**src/rtl/prog_loader.sv**
```systemverilog
// prog_loader: streams host words into instruction memory at sequential addresses and holds the core until the load completes.
// Define PROG_LOADER_CHKSUM_EN to treat the in_last word as a checksum of the written words.
module prog_loader #(
   parameter int DATA_W     = 16,
   parameter int ADDR_W     = 8,
   parameter int START_ADDR = 0
) (
   input  logic              clk,
   input  logic              reset,
   input  logic              start,
   input  logic              in_valid,
   input  logic [DATA_W-1:0] in_data,
   input  logic              in_last,
   output logic              in_ready,
   output logic              mem_we,
   output logic [ADDR_W-1:0] mem_addr,
   output logic [DATA_W-1:0] mem_wdata,
   output logic              core_run,
   output logic              done,
   output logic              err,
   output logic [ADDR_W:0]   word_count
);
   // Handshake: a word transfers on a rising edge where in_valid && in_ready; in_ready is high only in LOAD.
   localparam logic [ADDR_W:0]   DEPTH = {1'b1, {ADDR_W{1'b0}}};
   localparam logic [ADDR_W-1:0] START = ADDR_W'(START_ADDR);

   typedef enum logic [1:0] {IDLE, LOAD, RUN, ERROR} state_t;

   state_t            state;
   state_t            state_n;
   logic [ADDR_W-1:0] addr;
   logic              accept;
   logic              do_write;
   logic              load_init;
   logic              set_err;
`ifdef PROG_LOADER_CHKSUM_EN
   logic [DATA_W-1:0] sum;
`endif

   assign in_ready = (state == LOAD);
   assign accept   = in_ready && in_valid;

   always_comb begin
      state_n   = state;
      do_write  = 1'b0;
      load_init = 1'b0;
      set_err   = 1'b0;
      case (state)
         IDLE, RUN, ERROR: begin
            if (start) begin
               state_n   = LOAD;
               load_init = 1'b1;
            end
         end
         LOAD: begin
            if (accept) begin
`ifdef PROG_LOADER_CHKSUM_EN
               if (in_last) begin
                  if (sum == in_data) begin
                     state_n = RUN;
                  end else begin
                     state_n = ERROR;
                     set_err = 1'b1;
                  end
               end else
`endif
               // A full memory drops the word rather than wrapping the address.
               if (word_count == DEPTH) begin
                  state_n = ERROR;
                  set_err = 1'b1;
               end else begin
                  do_write = 1'b1;
                  if (in_last) state_n = RUN;
               end
            end
         end
         default: state_n = IDLE;
      endcase
   end

   always_ff @(posedge clk or posedge reset) begin
      if (reset) begin
         state      <= IDLE;
         addr       <= START;
         word_count <= '0;
         mem_we     <= 1'b0;
         mem_addr   <= '0;
         mem_wdata  <= '0;
         core_run   <= 1'b0;
         done       <= 1'b0;
         err        <= 1'b0;
`ifdef PROG_LOADER_CHKSUM_EN
         sum        <= '0;
`endif
      end else begin
         state    <= state_n;
         mem_we   <= do_write;
         // Release lags RUN entry by one edge so the final write lands before the first fetch.
         core_run <= (state == RUN) && (state_n == RUN);
         done     <= (state == RUN) && (state_n == RUN);
         if (do_write) begin
            mem_addr   <= addr;
            mem_wdata  <= in_data;
            addr       <= addr + ADDR_W'(1);
            word_count <= word_count + (ADDR_W+1)'(1);
`ifdef PROG_LOADER_CHKSUM_EN
            sum        <= sum + in_data;
`endif
         end
         if (load_init) begin
            addr       <= START;
            word_count <= '0;
            err        <= 1'b0;
`ifdef PROG_LOADER_CHKSUM_EN
            sum        <= '0;
`endif
         end else if (set_err) begin
            err <= 1'b1;
         end
      end
   end
endmodule
```
**config.mk**
```make
export PLATFORM = sky130hd
export DESIGN_NAME = prog_loader
export DESIGN_NICKNAME = d
export VERILOG_FILES = /design/src/rtl/prog_loader.sv
export SDC_FILE = /design/constraint.sdc
export NUM_CORES = 1
export LEC_CHECK = 0
export BUFFER_PORTS_ARGS = -buffer_cell sky130_fd_sc_hd__buf_2
export CORE_MARGIN = 2
export CORE_UTILIZATION = 55
export DETAILED_ROUTE_END_ITERATION = 8
export PLACE_DENSITY_LB_ADDON = 0.12
export SYNTH_ARGS = -nofsm -noshare
export SYNTH_HDL_FRONTEND = slang
export SYNTH_SLANG_ARGS = --single-unit
```
**constraint.sdc**
```tcl
create_clock -name clk -period 2.8 [get_ports clk]
set_clock_uncertainty 0.2 [all_clocks]
set_input_delay 0.28 -clock clk [delete_from_list [all_inputs] [get_ports clk]]
set_output_delay 0.28 -clock clk [all_outputs]
set_load 0.02 [all_outputs]
```
==> flow_metrics.py, run 1 <==
metrics = {
    "global_route": {
        "track_usage": 0.2016,
        "top_usage_layer": "met2",
        "grt_use_met1": 0.2813,
        "grt_first_pass_wirelength_mm": 6.499,
        "grtUsageMet3": 0.04623,
        "overflow": 0,
        "grt_use_met2": 0.3087,
        "antenna_found_initial": 0,
        "grt_max_degree": 47,
        "grt_pass1_vias": 1409,
    },
    "status": {
        "status": "finished, violations left",
        "failed_checks": "hold timing",
    },
    "synth": {
        "synth_top_area_cell": "dfrtp_1",
        "syn-cell-area_mm2": 0.002068,
        "syn_area_per_cell_um2": 13.43,
        "ys_seq_area_frac": 0.5566,
        "synthArstFlopShare": 1.000,
        "synth_top_area_frac": 0.5566,
        "synthFlopType": "dfrtp_1",
        "synth-edff-count": 0,
        "yosysWarnings": 0,
        "synthCells": 154,
        "synth_seq_cells": 46,
        "synth_most_common_cell": "dfrtp_1",
        "synth_cell_types": 33,
        "synthTopCellsByArea": "dfrtp_1 (56%), mux2_4 (13%), mux2_2 (3.3%), xnor2_1 (2.5%), nor4b_4 (2.3%)",
        "syn-num-nets": 178,
        "synth_commonest_cells": "dfrtp_1 (46), mux2_4 (18), nand2_1 (12)",
    },
    "timing": {
        "hold_viol_final": 5,
        "max_slew_margin": 0.3734,
        "worstMarginPinSlew_ns": 0.9385,
        "fin_setup_tns_ns": 0,
        "hold_slack_ns": -0.006980,
        "setup_viol": 0,
        "max_freq_mhz": 476.2,
        "fin_crit_ns": 2.100,
        "grt_setup_unrepaired": "false",
        "slew_violations": 0,
        "period_share": 0.7500,
    },
    "clocking": {
        "cts_buffer_depth": 2,
        "root_buffer": "clkbuf_8",
        "cts_post_setup_buffers_inserted": 0,
        "insertion_delay_ns": 0.29,
        "clkSinkCount": 46,
        "cts_tree": "yes",
        "clk_pin_slew_ns": 0.08,
        "cts_resized": 0,
        "numCtsBuffers": 5,
        "cts_hold_buf": 2,
        "cts_max_level": 2,
    },
    "floorplan": {
        "rows": 22,
        "io_pins": 59,
        "die_area_mm2": 0.004267,
        "die_height_um": 65.32,
        "core-area_mm2": 0.003633,
        "die_x_um": 65.32,
        "initial_core_util": 0.5692,
    },
    "worst_setup_path": {
        "rr_startpoint": "word_count[0]",
        "worst-setup-path-type": "reg2reg",
        "required_ns": 2.78,
        "cp.arrival_ns": 2.08,
        "startpoint_type": "flip-flop",
        "path_buf_inv": 2,
        "crit_path_max_fanout": 29,
        "cp-startpoint": "word_count[0]",
        "cp_top_family": "flip-flops",
        "r2r_end": "mem_wdata[10]",
        "r2r_slack_ns": 0.70,
        "max_stage_delay_ns": 0.43,
        "critPathCaptureType": "flip-flop",
        "rr_worst_depth": 6,
        "crit_chain": "inv_1 -> ha_1 -> nor4b_4 -> a21oi_4 -> buf_12 -> mux2_4",
        "cp_slowest_cell": "dfrtp_1",
        "cp.depth": 6,
    },
    "cells_and_area": {
        "syn_to_final_growth_pct": 22.02,
        "multi_input_area_um2": 853.3,
        "design_area_mm2": 0.002524,
        "seq_area_mm2": 0.001151,
        "diodes": 0,
        "drive_gt1_frac": 0.4266,
        "final.fill_count": 288,
        "nNetsFinal": 241,
    },
    "detailed_routing": {
        "wl_per_cell_um": 14.45,
        "vias": 1424,
        "ant_nets": 0,
        "drtIter0Drc": 53,
        "finalWirelength_mm": 3.845,
        "dr.pass1.iters": 4,
        "drc_errors": 0,
        "via_per_inst": 5.353,
    },
    "run": {
        "cap_viol_max_count": 0,
    },
    "place": {
        "port_buffers": 58,
        "dpl_cell_area_mm2": 0.002397,
        "dpl.hpwl_mm": 2.720,
        "gp_congestion": 0.7780,
    },
    "power": {
        "power_density_mw_per_mm2": 798.3,
        "vdd_ir_drop_max_uv": 405.0,
        "leakage_nw": 1.283,
    },
    "worst_hold_path": {
        "hold_path_class": "in2async",
    },
}
worst reg2reg max path, stage by stage, from the launching register on:
cell and delay (ns):
dfrtp_1 0.43, inv_1 0.08, ha_1 0.14, nor4b_4 0.41
a21oi_4 0.18, buf_12 0.22, mux2_4 0.33
cells by family after synthesis:
| kind of cell | Yosys count | synth area share |
|---|---|---|
| AOI/OAI and AO/OA | 14 | 0.05203 |
| xor gates and xnor gates | 9 | 0.03811 |
| adders and majority gates | 3 | 0.01815 |
| buffers and inverters | 11 | 0.03085 |
| DFF | 46 | 0.5566 |
| muxes | 28 | 0.1827 |
| and+or+nand+nor | 43 | 0.1216 |
worst max path at each step:
stage                    end  slack [ns]
2_1_floorplan    mem_addr[0]        0.81
3_3_place_gp   mem_wdata[12]        0.75
3_5_place_dp   mem_wdata[10]        0.70
4_1_cts        mem_wdata[10]        0.70
5_1_grt        mem_wdata[10]        0.55
6_report       mem_wdata[10]        0.70
power by group:
part / internal (W) / switching, W
registers: 0.000796 / 0.000110
clock network: 0.000267 / 0.000206
logic: 0.000286 / 0.000349
total: 0.00135 / 0.000666
cells in the final DEF, fill, tap and decap left out, drive strengths merged, types with 2 or more instances in the layout:
master,instances
a21oi,3
clkbuf,7
a211oi,2
a2111oi,2
nand4,5
buf,59
inv,6
nor2,10
mux2,24
xor2,3
xnor2,6
o21ai,2
nor4b,2
o31ai,2
nand3,5
nand2,12
dfrtp,46
dlygate4sd3,2
and2,2
mux2i,4
ha,3
layer usage:
layer	share of wire	wire length (um)	up-vias
met5	0	0	-
met4	0.016	61	0
met3	0.058	222	7
met2	0.48	1843	45
met1	0.45	1717	706
li1	-	-	666
through the flow:
step | utilization | setup WS (ns) | power [W] | hold slack (ns) | instances
2_1_floorplan | - | 0.8054 | 0.001358 | 0.1508 | 154
3_3_place_gp | 0.6598 | 0.7504 | 0.001528 | 0.2769 | 256
3_5_place_dp | 0.6598 | 0.6969 | 0.001557 | 0.2845 | 256
4_1_cts | 0.6946 | 0.6997 | 0.002036 | 0.009064 | 266
5_1_grt | 0.6946 | 0.5531 | 0.002132 | 0.01194 | 266
6_report | 0.6946 | 0.6999 | 0.002015 | -0.006980 | 266
area by class of cell:
class,instances,area share
clock buffer,7,0.03024
clock inverter,1,0.01190
inverter,6,0.008924
multi-input combinational,97,0.3381
sequential,46,0.4561
tap,48,0.02380
timing repair buffer,61,0.1309
sequential cells by signal, summed over array words and instances, names as in the netlist:
signal / count
mem_addr: 8
done: 1
mem_we: 1
mem_wdata: 16
err: 1
addr: 8
state: 2
word_count: 9
Power figures use the tool's default switching activity.
==> run 2, diff against run 1 <==
--- a/config.mk
+++ b/config.mk
@@ -5,9 +5,10 @@
 export SDC_FILE = /design/constraint.sdc
 export NUM_CORES = 1
 export LEC_CHECK = 0
+export ABC_AREA = 1
 export BUFFER_PORTS_ARGS = -buffer_cell sky130_fd_sc_hd__buf_2
 export CORE_MARGIN = 2
-export CORE_UTILIZATION = 55
+export CORE_UTILIZATION = 52
 export DETAILED_ROUTE_END_ITERATION = 8
 export PLACE_DENSITY_LB_ADDON = 0.12
 export SYNTH_ARGS = -nofsm -noshare
==> constraint.sdc (replaced) <==
create_clock -name clk -period 2.17 [get_ports clk]
set_clock_uncertainty 0.2 [all_clocks]
set_input_delay 0.217 -clock clk [delete_from_list [all_inputs] [get_ports clk]]
set_output_delay 0.217 -clock clk [all_outputs]
set_load 0.02 [all_outputs]
==> flow_metrics.py, run 2 <==
metrics = {
    "status": {
        "status": "finished clean",
    },
    "power": {
        "power_density_mw_per_mm2": 894.2,
        "fin_total_pwr_w": 0.002483,
        "vdd_ir_drop_max_uv": 589.5,
        "leakage_nw": 1.562,
    },
    "cells_and_area": {
        "largest_reg_flops": 16,
        "diodes": 0,
        "top_regs": "mem_wdata x16, word_count x9",
        "layout_common_cells": "nand2_1 (124), buf_2 (58), dfrtp_1 (46)",
        "drive_gt1_frac": 0.2145,
        "syn_to_final_growth_pct": 26.66,
        "multi_input_area_um2": 887.1,
        "final_common_cell": "nand2_1",
        "final.fill_count": 342,
        "max_flop_register": "mem_wdata",
        "seq_area_mm2": 0.001151,
        "nNetsFinal": 382,
    },
    "worst_setup_path": {
        "startpoint_type": "flip-flop",
        "worst-setup-path-type": "reg2reg",
        "cp.arrival_ns": 2.02,
        "crit_path_max_fanout": 17,
        "r2r_slack_ns": 0.16,
        "required_ns": 2.18,
        "critPathCaptureType": "flip-flop",
        "r2r_end": "word_count[2]",
        "rr_worst_depth": 8,
        "rr_startpoint": "word_count[1]",
        "crit_end": "word_count[2]",
        "cp-startpoint": "word_count[1]",
    },
    "synth": {
        "synthArstFlopShare": 1.000,
        "synth_top_area_cell": "dfrtp_1",
        "synthTopCellsByArea": "dfrtp_1 (53%), nand2_1 (21%), nand3_1 (6.8%), nor2_1 (3.8%), inv_1 (3.4%)",
        "ys_seq_area_frac": 0.5251,
        "synth_most_common_cell": "nand2_1",
        "synth_top_area_frac": 0.5251,
        "syn-num-nets": 307,
        "yosysWarnings": 0,
        "synth_commonest_cells": "nand2_1 (124), dfrtp_1 (46), nand3_1 (30)",
        "synth_cell_types": 23,
        "synth-edff-count": 0,
        "synthCells": 283,
        "syn-cell-area_mm2": 0.002192,
        "syn_area_per_cell_um2": 7.746,
        "synthFlopType": "dfrtp_1",
        "synth_seq_cells": 46,
    },
    "timing": {
        "period_share": 0.9263,
        "hold_viol_final": 0,
        "setup_viol": 0,
        "max_slew_margin": 0.6087,
        "fin_crit_ns": 2.010,
        "hold_slack_ns": 0.1197,
        "worstMarginPinSlew_ns": 0.5869,
        "slew_violations": 0,
        "grt_setup_unrepaired": "false",
        "max_freq_mhz": 497.5,
        "fin_setup_tns_ns": 0,
    },
    "floorplan": {
        "initial_core_util": 0.5441,
        "core-area_mm2": 0.004029,
        "die_x_um": 68.93,
        "io_pins": 59,
        "die_height_um": 68.93,
        "rows": 23,
        "die_area_mm2": 0.004751,
    },
    "worst_hold_path": {
        "hold_path_class": "in2reg",
    },
    "clocking": {
        "cts_max_level": 2,
        "cts_hold_buf": 19,
        "clk_pin_slew_ns": 0.09,
        "clkSinkCount": 46,
        "cts_resized": 0,
        "cts_tree": "yes",
        "numCtsBuffers": 5,
        "insertion_delay_ns": 0.31,
        "cts_buffer_depth": 2,
        "root_buffer": "clkbuf_8",
        "cts_post_setup_buffers_inserted": 0,
    },
    "global_route": {
        "grt_pass1_vias": 1842,
        "antenna_found_initial": 0,
        "grt_max_degree": 47,
        "track_usage": 0.2277,
        "overflow": 0,
        "grt_first_pass_wirelength_mm": 8.073,
    },
    "detailed_routing": {
        "ant_nets": 0,
        "via_per_inst": 4.912,
        "dr.pass1.iters": 4,
        "vias": 2009,
        "finalWirelength_mm": 4.945,
        "drc_errors": 0,
        "wl_per_cell_um": 12.09,
        "drtIter0Drc": 123,
    },
    "run": {
        "cap_viol_max_count": 0,
    },
    "place": {
        "gp_congestion": 0.8089,
        "dpl.hpwl_mm": 3.064,
        "port_buffers": 58,
    },
}
## run 2: how the worst min path moves through the flow
stage / start / to / slack (ns) / depth (start not counted)
CTS: in_valid / state[1] / 0.11 / 5
finish: in_valid / done / 0.12 / 5
floorplan: in_last / state[0] / 0.11 / 1
global placement: reset / mem_wdata[12] / 0.19 / 3
detailed placement: reset / mem_wdata[12] / 0.20 / 3
global route: in_valid / state[1] / 0.13 / 5
## run 2: report_power, final
group | switching [W] | total, W | internal [W]
clock | 0.000310 | 0.000537 | 0.000227
sequential | 0.000133 | 0.00115 | 0.00102
combinational | 0.000519 | 0.000791 | 0.000272
total | 0.000962 | 0.00248 | 0.00152
## run 2: cell families (layout without fill, tap and decap cells)
group | after synthesis | count (layout) | synth area share
buf+inv | 34 | 110 | 0.07021
simple gates | 185 | 185 | 0.3459
xor+xnor | 4 | 4 | 0.01598
flops | 46 | 46 | 0.5251
fa+ha+maj | 3 | 3 | 0.01713
compound gates | 11 | 11 | 0.02568
## run 2: worst max-delay path, cell delays in order, from the launching register on
cell and delay, ns:
dfrtp_1 0.43, inv_1 0.10, ha_1 0.15, nand2_1 0.06, nor2_2 0.13, nand2_2 0.07
nand2_4 0.16, nand2_1 0.30, o21ai_0 0.31
## run 2: metrics by stage
stage          worst slack, ns  instances  utilization  cell area [um2]
5_1_grt                0.03905        409       0.6891             2776
6_report                0.1598        409       0.6891             2776
3_5_place_dp            0.2398        382       0.6196             2496
3_3_place_gp            0.3285        382       0.6196             2496
2_1_floorplan           0.4434        283            -             2192
4_1_cts                 0.1821        409       0.6891             2776
## run 2: cell type report
cell class	count	area share
flip-flops and latches	46	0.4146
multi-input cells	203	0.3195
clock buffers	5	0.02479
repair buffers	80	0.1812
clock inverters	3	0.007661
well taps	50	0.02253
inverters	22	0.02974
## run 2: layer usage
metal  wire, um  up-vias  track usage
met5          0        -            0
met4         71        0      0.08088
met3        294        7      0.05032
met2       2343       78       0.3762
met1       2235      906       0.2945
li1           -     1018            -
==> run 3, diff against run 2 <==
--- a/config.mk
+++ b/config.mk
@@ -11,6 +11,7 @@
 export CORE_UTILIZATION = 52
 export DETAILED_ROUTE_END_ITERATION = 8
 export PLACE_DENSITY_LB_ADDON = 0.12
+export REMOVE_ABC_BUFFERS = 1
 export SYNTH_ARGS = -nofsm -noshare
 export SYNTH_HDL_FRONTEND = slang
 export SYNTH_SLANG_ARGS = --single-unit
==> flow_metrics.py, run 3 (synthesized netlist as in run 2, its figures left out) <==
metrics = {
    "cells_and_area": {
        "layout_common_cells": "nand2_1 (124), buf_2 (58), dfrtp_1 (46)",
        "nNetsFinal": 383,
        "drive_gt1_frac": 0.2139,
        "largest_reg_flops": 16,
        "top_regs": "mem_wdata x16, word_count x9",
        "diodes": 0,
        "final.fill_count": 325,
        "syn_to_final_growth_pct": 27.23,
        "fin_util": 0.6922,
        "final_common_cell": "nand2_1",
        "max_flop_register": "mem_wdata",
    },
    "detailed_routing": {
        "drtIter0Drc": 163,
        "wl_per_cell_um": 12.16,
        "dr.pass1.iters": 4,
        "finalWirelength_mm": 4.984,
        "ant_nets": 0,
        "drc_errors": 0,
        "via_per_inst": 5.005,
        "vias": 2052,
    },
    "power": {
        "vdd_ir_drop_max_uv": 639.1,
        "leakage_nw": 1.572,
        "power_density_mw_per_mm2": 898.2,
    },
    "worst_setup_path": {
        "r2r_end": "addr[6]",
        "rr_startpoint": "word_count[0]",
        "worst-setup-path-type": "reg2reg",
        "crit_path_max_fanout": 43,
        "critPathCaptureType": "flip-flop",
        "rr_worst_depth": 9,
        "startpoint_type": "flip-flop",
        "cp.arrival_ns": 1.89,
        "r2r_slack_ns": 0.31,
        "cp-startpoint": "word_count[0]",
        "crit_end": "addr[6]",
        "required_ns": 2.21,
    },
    "floorplan": {
        "die_x_um": 68.93,
        "io_pins": 59,
        "die_height_um": 68.93,
        "rows": 23,
        "core-area_mm2": 0.004029,
        "die_area_mm2": 0.004751,
        "initial_core_util": 0.5441,
    },
    "timing": {
        "layout_setup_ws_ns": 0.3125,
        "fin_crit_ns": 1.857,
        "hold_viol_final": 0,
        "worstMarginPinSlew_ns": 0.5161,
        "max_slew_margin": 0.6554,
        "hold_slack_ns": 0.1240,
        "fin_setup_tns_ns": 0,
        "grt_setup_unrepaired": "false",
        "slew_violations": 0,
        "period_share": 0.8560,
        "max_freq_mhz": 538.4,
        "setup_viol": 0,
    },
    "global_route": {
        "grt_first_pass_wirelength_mm": 8.404,
        "grt_max_degree": 44,
        "antenna_found_initial": 0,
        "overflow": 0,
        "grt_pass1_vias": 1920,
        "track_usage": 0.2394,
    },
    "run": {
        "cap_viol_max_count": 0,
    },
    "clocking": {
        "clkSinkCount": 46,
        "cts_resized": 0,
        "cts_buffer_depth": 2,
        "insertion_delay_ns": 0.30,
        "cts_max_level": 2,
        "numCtsBuffers": 5,
        "cts_tree": "yes",
        "clk_pin_slew_ns": 0.09,
        "root_buffer": "clkbuf_8",
    },
    "worst_hold_path": {
        "hold_path_class": "in2reg",
    },
    "place": {
        "gp_congestion": 0.8371,
        "place_worst_setup_slack_ns": 0.3187,
        "dpl.hpwl_mm": 3.071,
        "port_buffers": 58,
    },
    "status": {
        "status": "finished clean",
    },
}
[run 3: changes by cell type in the layout (fill, tap and decap cells not counted)]
| cell | change |
|---|---|
| clkinvlp_4 | -1 |
| clkbuf_8 | +1 |
| clkbuf_1 | +1 |
| buf_4 | +1 |
| inv_6 | +1 |
| clkinv_4 | -1 |
| clkinv_2 | -1 |
[run 3: cell type report]
| type | count | area [um2] | area share |
|---|---|---|---|
| repair buffers | 81 | 510.5 | 0.1830 |
| clock inverters | 1 | 8.758 | 0.003140 |
| inverters | 22 | 82.58 | 0.02961 |
| multi-input cells | 203 | 887.1 | 0.3181 |
| clock buffers | 7 | 86.33 | 0.03096 |
| well taps | 50 | 62.56 | 0.02243 |
| flip-flops and latches | 46 | 1151 | 0.4127 |
[run 3: report_power, final]
part	leakage, nW	switching, W	total, W	internal, W
clock	0.0489	0.000291	0.000554	0.000264
combinational	0.920	0.000525	0.000797	0.000272
sequential	0.603	0.000132	0.00115	0.00102
total	1.57	0.000948	0.00251	0.00156
[run 3: through the flow]
step	power, W	cells	instance area (um2)
floorplan	0.001653	271	2121
global placement	0.001916	383	2504
finish	0.002505	410	2789
global route	0.002673	410	2789
detailed placement	0.001928	383	2504
CTS	0.002505	410	2789
[run 3: worst min path at each step]
stage	start	to	slack [ns]	cells after the start
after floorplan	in_last	state[0]	0.11	1
final	in_valid	state[1]	0.12	5
after CTS	in_valid	state[1]	0.12	5
after detailed placement	reset	mem_wdata[2]	0.08	2
after global placement	reset	mem_wdata[2]	0.08	2
after global routing	in_valid	done	0.16	5
[run 3: repair_timing]
item                                   in CTS  in global routing
endpoints found under the hold margin      42                  0
buffers inserted                            0                  0
hold buffers                               19                  0
[run 3: critical path, stage by stage (launching register included)]
cell and delay (ns):
dfrtp_1 0.43, inv_1 0.09, ha_1 0.14, nand2_1 0.06
nor2_2 0.13, nand2_2 0.07, nand2_4 0.07, buf_4 0.37
nand3_1 0.12, nand2_1 0.11
[run 3: per-layer routing]
layer | global-route usage | up-vias | routed length [um]
met5 | 0 | - | 0
met4 | 0.07353 | 0 | 47
met3 | 0.05357 | 6 | 243
met2 | 0.3990 | 60 | 2383
met1 | 0.3116 | 962 | 2309
li1 | - | 1024 | -
